===== src/rtl/mem_arb_pkg.sv =====
// rtl/mem_arb_pkg.sv - shared types and constants for the memory port arbiter
package mem_arb_pkg;

    typedef enum logic [1:0] {
        IDLE    = 2'd0,
        RD_WAIT = 2'd1,
        RESP    = 2'd2
    } state_t;

    localparam logic OWN_CPU  = 1'b0;
    localparam logic OWN_HOST = 1'b1;

    localparam int DEF_ADDR_W = 11;
    localparam int DEF_DATA_W = 32;

endpackage


===== src/rtl/mem_arb_grant.sv =====
// rtl/mem_arb_grant.sv - CPU-priority grant with host starvation override
module mem_arb_grant
    import mem_arb_pkg::*;
#(
    parameter int MAX_WAIT = 8
) (
    input  logic clk,
    input  logic rst,
    input  logic idle,
    input  logic cpu_halt,
    input  logic cpu_req_valid,
    input  logic host_req_valid,
    output logic grant_cpu,
    output logic grant_host
);

    localparam logic [7:0] MAX_WAIT_C = 8'(MAX_WAIT);

    logic [7:0] wait_cnt;

    // Grant only in IDLE: halted CPU yields to host, starved host overrides CPU priority
    always_comb begin
        grant_cpu  = 1'b0;
        grant_host = 1'b0;
        if (idle) begin
            if (cpu_halt) begin
                grant_host = host_req_valid;
            end else if (wait_cnt >= MAX_WAIT_C && host_req_valid) begin
                grant_host = 1'b1;
            end else if (cpu_req_valid) begin
                grant_cpu = 1'b1;
            end else begin
                grant_host = host_req_valid;
            end
        end
    end

    // Count consecutive cycles a valid host request goes unaccepted, saturating
    always_ff @(posedge clk) begin
        if (rst) begin
            wait_cnt <= '0;
        end else if (!host_req_valid || grant_host) begin
            wait_cnt <= '0;
        end else if (wait_cnt < MAX_WAIT_C) begin
            wait_cnt <= wait_cnt + 8'd1;
        end
    end

endmodule


===== src/rtl/mem_port_arbiter.sv =====
// rtl/mem_port_arbiter.sv - sequences the shared memory data port between CPU and host
module mem_port_arbiter
    import mem_arb_pkg::*;
#(
    parameter int ADDR_W   = DEF_ADDR_W,
    parameter int DATA_W   = DEF_DATA_W,
    parameter int RD_LAT   = 0,
    parameter int MAX_WAIT = 8
) (
    input  logic              clk,
    input  logic              rst,
    input  logic              cpu_halt,
    input  logic              cpu_req_valid,
    output logic              cpu_req_ready,
    input  logic              cpu_req_wen,
    input  logic [ADDR_W-1:0] cpu_req_addr,
    input  logic [DATA_W-1:0] cpu_req_wdata,
    output logic              cpu_rsp_valid,
    output logic [DATA_W-1:0] cpu_rsp_rdata,
    input  logic              host_req_valid,
    output logic              host_req_ready,
    input  logic              host_req_wen,
    input  logic [ADDR_W-1:0] host_req_addr,
    input  logic [DATA_W-1:0] host_req_wdata,
    output logic              host_rsp_valid,
    output logic [DATA_W-1:0] host_rsp_rdata,
    output logic [ADDR_W-1:0] mem_addr,
    output logic              mem_wren,
    output logic              mem_rden,
    output logic [DATA_W-1:0] mem_wdata,
    input  logic [DATA_W-1:0] mem_rdata,
    output logic [31:0]       conflict_cnt
);

    state_t            state;
    state_t            state_nxt;
    logic              idle;
    logic              grant_cpu;
    logic              grant_host;
    logic              grant_any;
    logic              sel_wen;
    logic              owner;
    logic              respond_now;
    logic              resp_owner;
    logic              cpu_rsp_q;
    logic              host_rsp_q;
    logic [DATA_W-1:0] rsp_data;
    logic [31:0]       conflict_q;

    // Reset holds the port quiet even if requesters keep valid high
    assign idle = (state == IDLE) && !rst;

    mem_arb_grant #(.MAX_WAIT(MAX_WAIT)) u_grant (
        .clk            (clk),
        .rst            (rst),
        .idle           (idle),
        .cpu_halt       (cpu_halt),
        .cpu_req_valid  (cpu_req_valid),
        .host_req_valid (host_req_valid),
        .grant_cpu      (grant_cpu),
        .grant_host     (grant_host)
    );

    assign grant_any      = grant_cpu | grant_host;
    assign sel_wen        = grant_host ? host_req_wen : cpu_req_wen;
    assign cpu_req_ready  = grant_cpu;
    assign host_req_ready = grant_host;
    assign mem_addr       = grant_host ? host_req_addr : cpu_req_addr;
    assign mem_wdata      = grant_host ? host_req_wdata : cpu_req_wdata;
    assign mem_wren       = grant_any & sel_wen;
    assign mem_rden       = grant_any & ~sel_wen;

    // Writes finish immediately; reads block the port until their response cycle
    always_comb begin
        state_nxt = state;
        case (state)
            IDLE:    if (grant_any && !sel_wen) state_nxt = (RD_LAT == 1) ? RD_WAIT : RESP;
            RD_WAIT: state_nxt = RESP;
            RESP:    state_nxt = IDLE;
            default: state_nxt = IDLE;
        endcase
    end

    // Capture point for the response: write/zero-latency read at grant, registered read one cycle later
    assign respond_now = (grant_any && (sel_wen || (RD_LAT == 0))) || (state == RD_WAIT);
    assign resp_owner  = (state == RD_WAIT) ? owner : (grant_host ? OWN_HOST : OWN_CPU);

    // State, owner, response pulse and conflict counter registers
    always_ff @(posedge clk) begin
        if (rst) begin
            state      <= IDLE;
            owner      <= OWN_CPU;
            cpu_rsp_q  <= 1'b0;
            host_rsp_q <= 1'b0;
            rsp_data   <= '0;
            conflict_q <= '0;
        end else begin
            state      <= state_nxt;
            cpu_rsp_q  <= 1'b0;
            host_rsp_q <= 1'b0;
            if (grant_any) begin
                owner <= grant_host ? OWN_HOST : OWN_CPU;
            end
            if (respond_now) begin
                rsp_data   <= (grant_any && sel_wen) ? '0 : mem_rdata;
                cpu_rsp_q  <= (resp_owner == OWN_CPU);
                host_rsp_q <= (resp_owner == OWN_HOST);
            end
            if (state == IDLE && cpu_req_valid && host_req_valid && !cpu_halt) begin
                conflict_q <= conflict_q + 32'd1;
            end
        end
    end

    // A response already registered when reset arrives is discarded
    assign cpu_rsp_valid  = cpu_rsp_q & ~rst;
    assign host_rsp_valid = host_rsp_q & ~rst;
    assign cpu_rsp_rdata  = cpu_rsp_valid ? rsp_data : '0;
    assign host_rsp_rdata = host_rsp_valid ? rsp_data : '0;
    assign conflict_cnt   = conflict_q;

endmodule


===== config.mk =====
export PLATFORM = sky130hd
export DESIGN_NAME = mem_port_arbiter
export DESIGN_NICKNAME = d
export VERILOG_FILES = /design/src/rtl/mem_arb_pkg.sv /design/src/rtl/mem_arb_grant.sv /design/src/rtl/mem_port_arbiter.sv
export SDC_FILE = /design/constraint.sdc
export NUM_CORES = 1
export LEC_CHECK = 0
export ABC_AREA = 1
export CORE_UTILIZATION = 41
export DETAILED_ROUTE_END_ITERATION = 10
export GPL_TIMING_DRIVEN = 0
export PLACE_DENSITY = 0.88
export REMOVE_ABC_BUFFERS = 1
export SKIP_LAST_GASP = 1
export SLEW_MARGIN = 20
export SYNTH_ARGS = -nofsm -noshare
export SYNTH_HDL_FRONTEND = slang
export SYNTH_SLANG_ARGS = --single-unit

===== constraint.sdc =====
create_clock -name clk -period 3.6 [get_ports clk]
set_input_delay 0.36 -clock clk [delete_from_list [all_inputs] [get_ports clk]]
set_output_delay 0.36 -clock clk [all_outputs]
set_load 0.1 [all_outputs]

==> results of run 1 <==
-- layer usage --
layer / part of all wire / routed length, um / vias to the layer above / global-route usage
met2: 0.51 / 8590 / 248 / 0.544
met1: 0.38 / 6360 / 2470 / 0.329
li1: - / - / 2799 / -
met3: 0.065 / 1080 / 39 / 0.0611
met4: 0.043 / 714 / 0 / 0.145
met5: 0 / 0 / - / 0
-- cell type report --
cell class | instances | area, um2 | area share
well taps | 136 | 170 | 0.0237
diodes | 1 | 2.50 | 0.000349
clock buffers | 11 | 151 | 0.0211
repair buffers | 271 | 2570 | 0.359
clock inverters | 5 | 61.3 | 0.00855
inverters | 88 | 333 | 0.0464
multi-input cells | 541 | 2380 | 0.332
flip-flops and latches | 75 | 1500 | 0.209
-- power by group --
group / leakage, uW / total [uW] / switching [uW] / internal [uW]
logic: 0.00243 / 788 / 573 / 216
clock network: 0.0000978 / 687 / 328 / 359
registers: 0.000607 / 861 / 11.2 / 850
-- repair_timing --
action                     4_1_cts  5_1_grt
resized for setup              123       30
setup endpoints to repair      111       51
hold buffers                     0        0
pin swaps                        0        0
-- cell usage after synthesis --
master / instances / area share
xnor2_1: 4 / 0.0080
clkbuf_1: 10 / 0.0086
nor2_1: 134 / 0.12
buf_2: 22 / 0.025
buf_4: 1 / 0.0017
nand2_1: 250 / 0.22
nor2_2: 7 / 0.010
nand3_2: 3 / 0.0069
nand3_1: 27 / 0.031
clkinv_1: 1 / 0.00086
xor2_1: 1 / 0.0020
nor4_1: 1 / 0.0014
buf_1: 2 / 0.0017
nor3_1: 1 / 0.0011
nand4_1: 43 / 0.062
o21ai_0: 9 / 0.010
o21ai_1: 3 / 0.0034
nor3b_1: 3 / 0.0052
nor2_4: 1 / 0.0026
a21oi_1: 51 / 0.059
inv_2: 4 / 0.0034
ha_1: 3 / 0.0086
dfxtp_1: 75 / 0.34
inv_1: 83 / 0.072
-- logic make-up after synthesis --
family | count (synthesis) | synth area share
XOR/XNOR | 5 | 0.0101
adder cells (fa/ha/maj) | 3 | 0.00862
AND/OR/NAND/NOR | 470 | 0.451
buffers and inverters | 123 | 0.113
AO/OA/AOI/OAI | 63 | 0.0724
flip-flops | 75 | 0.345
-- cells in the final DEF, fill, tap and decap left out, drive strengths merged, types with 4 or more instances in the layout --
cell,instances
inv,87
nand4,43
dlygate4sd2,90
nand3,30
a21oi,51
nor2,142
o21ai,12
xnor2,4
clkbuf,23
dfxtp,75
nand2,250
clkdlybuf4s15,9
clkdlybuf4s50,156
-- registers in the layout, indices dropped and copies added, names as in the netlist --
register / flops
rsp_data: 32
conflict_cnt: 32
host_rsp_q: 1
u_grant.wait_cnt: 8
cpu_rsp_q: 1
state: 1
-- worst paths after layout --
path / slack [ps] / to / from
max: 180 / cpu_rsp_rdata[8] / rst
min: 330 / conflict_cnt[11] / rst
max reg2reg: 1490 / rsp_data[24] / u_grant.wait_cnt[4]
min reg2reg: 430 / u_grant.wait_cnt[4] / u_grant.wait_cnt[4]
-- stage by stage --
step	setup slack, ps	instances	cell area [um2]	hold WS, ps
floorplan	-626	704	4190	408
global placement	-3040	1109	7060	415
detailed placement	-859	1111	7110	419
CTS	-149	1127	7200	326
global route	-17.8	1128	7170	342
finish	184	1128	7170	334
==> impl_metrics.csv, run 1 <==
group,metric,value,unit
placed_design,dp_hpwl,12.9,mm
run,drv_cap,0,
global_routing,antenna_found_initial,1,
worst_hold_path,hp-class,"input pin to flip-flop",
setup_path,critPathArrivalTime,3060,ps
setup_path,r2r_cells,6,
finish,finalNetCount,1114,
clock_network,clk_latency,360,ps
setup_path,slowest_stage,"dlygate4sd2_1",
power,max-vdd-ir-drop,0.221,mV
finish,final_util,0.694,
clock_network,clock_sinks,75,
timing,final.setup.tns,0,ps
floorplanning,die_area,11000,um2
power,p_per_area,326,nW/um2
floorplanning,num_rows,37,
finish,syn_to_final_growth,64.6,%
timing,period_share,0.949,
global_routing,grt_max_degree,45,
clock_network,cts-buffers-inserted,9,
routing,drc,0,
synth,syn_area_per_cell,5.89,um2
timing,slew_headroom,0.277,
setup_path,critPathMaxFanout,36,
timing,rsz0062_at_grt,"true",
clock_network,tritoncts,"yes",
timing,skew,18.6,ps
setup_path,max_stage_delay,870,ps
routing,viasPerCell,4.93,
finish,drive_gt1_frac,0.0565,
global_routing,grt_util_all_layers,0.299,
setup_path,cp.depth,6,
setup_path,cp-end-kind,"output port",
power,power.total,2340,uW
worst_hold_path,holdPathStages,2,
routing,drtIter0Drc,363,
global_routing,gr-total-overflow,0,
routing,dr_total_vias,5556,
routing,wl,16.7,mm
setup_path,cp_cell_sequence,"buf_2 -> buf_12 -> inv_1 -> nand2_2 -> nor2_1 -> dlygate4sd2_1",
synth,synth_cell_types,24,
setup_path,cp.required,3240,ps
clock_network,cts_max_path_buffers,2,
floorplanning,fp.dieW,105,um
timing,final-setup-viol-count,0,
setup_path,worstSetupPathType,"input pin to output port",
status,status,"finished, final reports clean",
setup_path,startpoint_type,"input pin",
timing,worst_slew_pin_slew,1090,ps
synth,ys_warn_count,0,
clock_network,clk_root_buffer_cell,"clkbuf_8",
clock_network,post-cts-setup-buffer-count,0,
synth,syn_inst,739,
floorplanning,core_area,10300,um2
power,p_leak,0.00314,uW
finish,nFillCells,915,
placed_design,gp_congestion,0.881,
routing,postRouteAntennaNets,0,
floorplanning,num_io_pins,270,
timing,post-route-min-period,3420,ps
timing,finalHoldViolCount,0,
setup_path,cp_top_family,"buffers and inverters",
timing,fmax,293,MHz
placed_design,place.port_buffers,269,
floorplanning,die_h,105,um
floorplanning,start_util,0.422,
synth,yosysSeqAreaShare,0.345,
clock_network,htree_num_levels,3,
clock_network,clk_pin_slew,90,ps
global_routing,grt_pass1_vias,4896,
synth,ys_seq_elements,75,
global_routing,grt_first_pass_wirelength,25.3,mm
routing,avgRoutedWirePerCell,14.8,um
routing,drtPass1Iterations,5,
synth,syn_area,4360,um2
setup_path,worstPathBufferInverterCount,4,
timing,maxSlewViolCount,0,
Note: power is estimated with default switching activity, not from simulation.
==> inputs of run 2 (changes only) <==
Settings changed: PLACE_DENSITY 0.88 to not set, PLACE_DENSITY_LB_ADDON set to 0.25.
Clock period 3.6 ns to 4.4 ns, I/O delays scaled along.
==> impl_metrics.csv, run 2 (synthesized netlist as in run 1, its figures left out) <==
group,metric,value,unit
timing,finalHoldViolCount,0,
routing,postRouteAntennaNets,0,
finish,nFillCells,868,
floorplanning,start_util,0.422,
clock_network,cts_max_path_buffers,2,
placed_design,place.port_buffers,269,
clock_network,clk_root_buffer_cell,"clkbuf_8",
power,max-vdd-ir-drop,0.177,mV
setup_path,reg2reg_to,"rsp_data[4]",
finish,final_cells,1126,
routing,dr_total_vias,5394,
placed_design,dp_hpwl,10.7,mm
routing,drc,0,
finish,final_util,0.714,
setup_path,critPathArrivalTime,3750,ps
floorplanning,die_h,105,um
floorplanning,num_io_pins,270,
routing,avgRoutedWirePerCell,12.8,um
floorplanning,die_area,11000,um2
finish,finalNetCount,1114,
timing,post-route-min-period,4190,ps
floorplanning,core_area,10300,um2
timing,slew_headroom,0.262,
floorplanning,num_rows,37,
setup_path,critPathMaxFanout,39,
clock_network,clk_latency,340,ps
timing,period_share,0.952,
setup_path,worstSetupPathType,"input pin to output port",
timing,worst_hold_slack,417,ps
global_routing,grt_max_degree,45,
placed_design,place_area,7110,um2
setup_path,rrSetupSlack,2210,ps
timing,worst_slew_pin_slew,1100,ps
worst_hold_path,min_to,"conflict_cnt[21]",
clock_network,clk_pin_slew,70,ps
global_routing,grt_pass1_vias,4827,
setup_path,startpoint_type,"input pin",
setup_path,r2r-start,"u_grant.wait_cnt[4]",
clock_network,post-cts-setup-buffer-count,0,
finish,mostFrequentLayoutCells,"nand2_1, clkdlybuf4s50_1, nor2_1",
finish,final_cell_area,7370,um2
global_routing,antenna_found_initial,0,
global_routing,gr-total-overflow,0,
finish,syn_to_final_growth,69.2,%
clock_network,clock_sinks,75,
timing,final-setup-viol-count,0,
worst_hold_path,hp-class,"input pin to flip-flop",
setup_path,cp-end-kind,"output port",
clock_network,cts-buffers-inserted,9,
routing,drtPass1Iterations,5,
clock_network,htree_num_levels,3,
clock_network,tritoncts,"yes",
status,status,"finished, final reports clean",
routing,viasPerCell,4.79,
timing,maxSlewViolCount,0,
power,p_per_area,246,nW/um2
routing,drtIter0Drc,349,
power,p_leak,0.00316,uW
worst_hold_path,min_from,"rst",
global_routing,grt_util_all_layers,0.258,
routing,wl,14.4,mm
finish,layout_commonest_cell,"nand2_1",
finish,drive_gt1_frac,0.0364,
timing,fmax,239,MHz
setup_path,cp.required,3960,ps
run,drv_cap,0,
power,power.total,1810,uW
timing,skew,7.02,ps
placed_design,gp_congestion,0.826,
finish,antennaDiodeCount,0,
worst_hold_path,holdPathStages,2,
floorplanning,fp.dieW,105,um
global_routing,grt_first_pass_wirelength,23.0,mm
placed_design,dp.cells,1111,
setup_path,r2r_cells,7,
## run 2: cell count changes in the layout (fill, tap and decap cells not counted), moves of 3 or more
cell,before,now
clkinv_2,0,3
clkdlybuf4s50_1,156,229
dlygate4sd2_1,90,0
clkdlybuf4s15_2,4,0
clkinvlp_4,3,0
clkbuf_2,12,0
dlymetal6s2s_1,1,39
clkdlybuf4s15_1,5,0
## run 2: critical path, cell delays in order
cell	delay, ps
buf_2	170
buf_12	190
inv_1	570
nand2_1	850
nor2_1	320
clkdlybuf4s50_1	1180
## run 2: how the worst max path moves through the flow
stage	from	endpoint	slack [ps]	cells past startpoint
final	rst	cpu_rsp_rdata[17]	210	6
after global placement	rst	mem_wren	-2380	8
after floorplan	cpu_req_valid	mem_wren	10	6
after CTS	cpu_req_valid	mem_wren	140	9
after detailed placement	cpu_req_valid	mem_wren	-150	8
after global routing	host_req_valid	mem_wdata[0]	-1	9
## run 2: metal layers
layer | track usage | vias up | wire length [um]
met1 | 0.306 | 2368 | 5780
met5 | 0 | - | 0
met4 | 0.0936 | 0 | 298
met2 | 0.464 | 215 | 7360
li1 | - | 2789 | -
met3 | 0.0455 | 22 | 928
## run 2: metrics by stage
step                setup WS, ps  setup TNS [ps]
floorplan                   13.9               0
global placement           -2380         -201240
detailed placement          -148            -271
CTS                          137               0
global route               -1.30           -1.30
finish                       209               0
## run 2: final cells by class
class | instances | area [um2] | share of cell area
flip-flops and latches | 75 | 1500 | 0.204
clock buffers | 12 | 145 | 0.0197
well taps | 136 | 170 | 0.0231
multi-input cells | 541 | 2380 | 0.322
clock inverters | 3 | 15.0 | 0.00204
inverters | 88 | 330 | 0.0448
repair buffers | 271 | 2830 | 0.384
## run 2: what timing repair did
action                                  in CTS  in global routing
gates resized for setup                      1                 39
hold endpoints to repair                     0                  0
hold buffers                                 0                  0
endpoints found under the setup margin       2                 39
## run 2: power by group
| group | total (uW) | internal [uW] | switching, uW |
|---|---|---|---|
| combinational | 656 | 202 | 454 |
| clock | 451 | 215 | 236 |
| sequential | 704 | 695 | 8.84 |
| total | 1810 | 1110 | 699 |
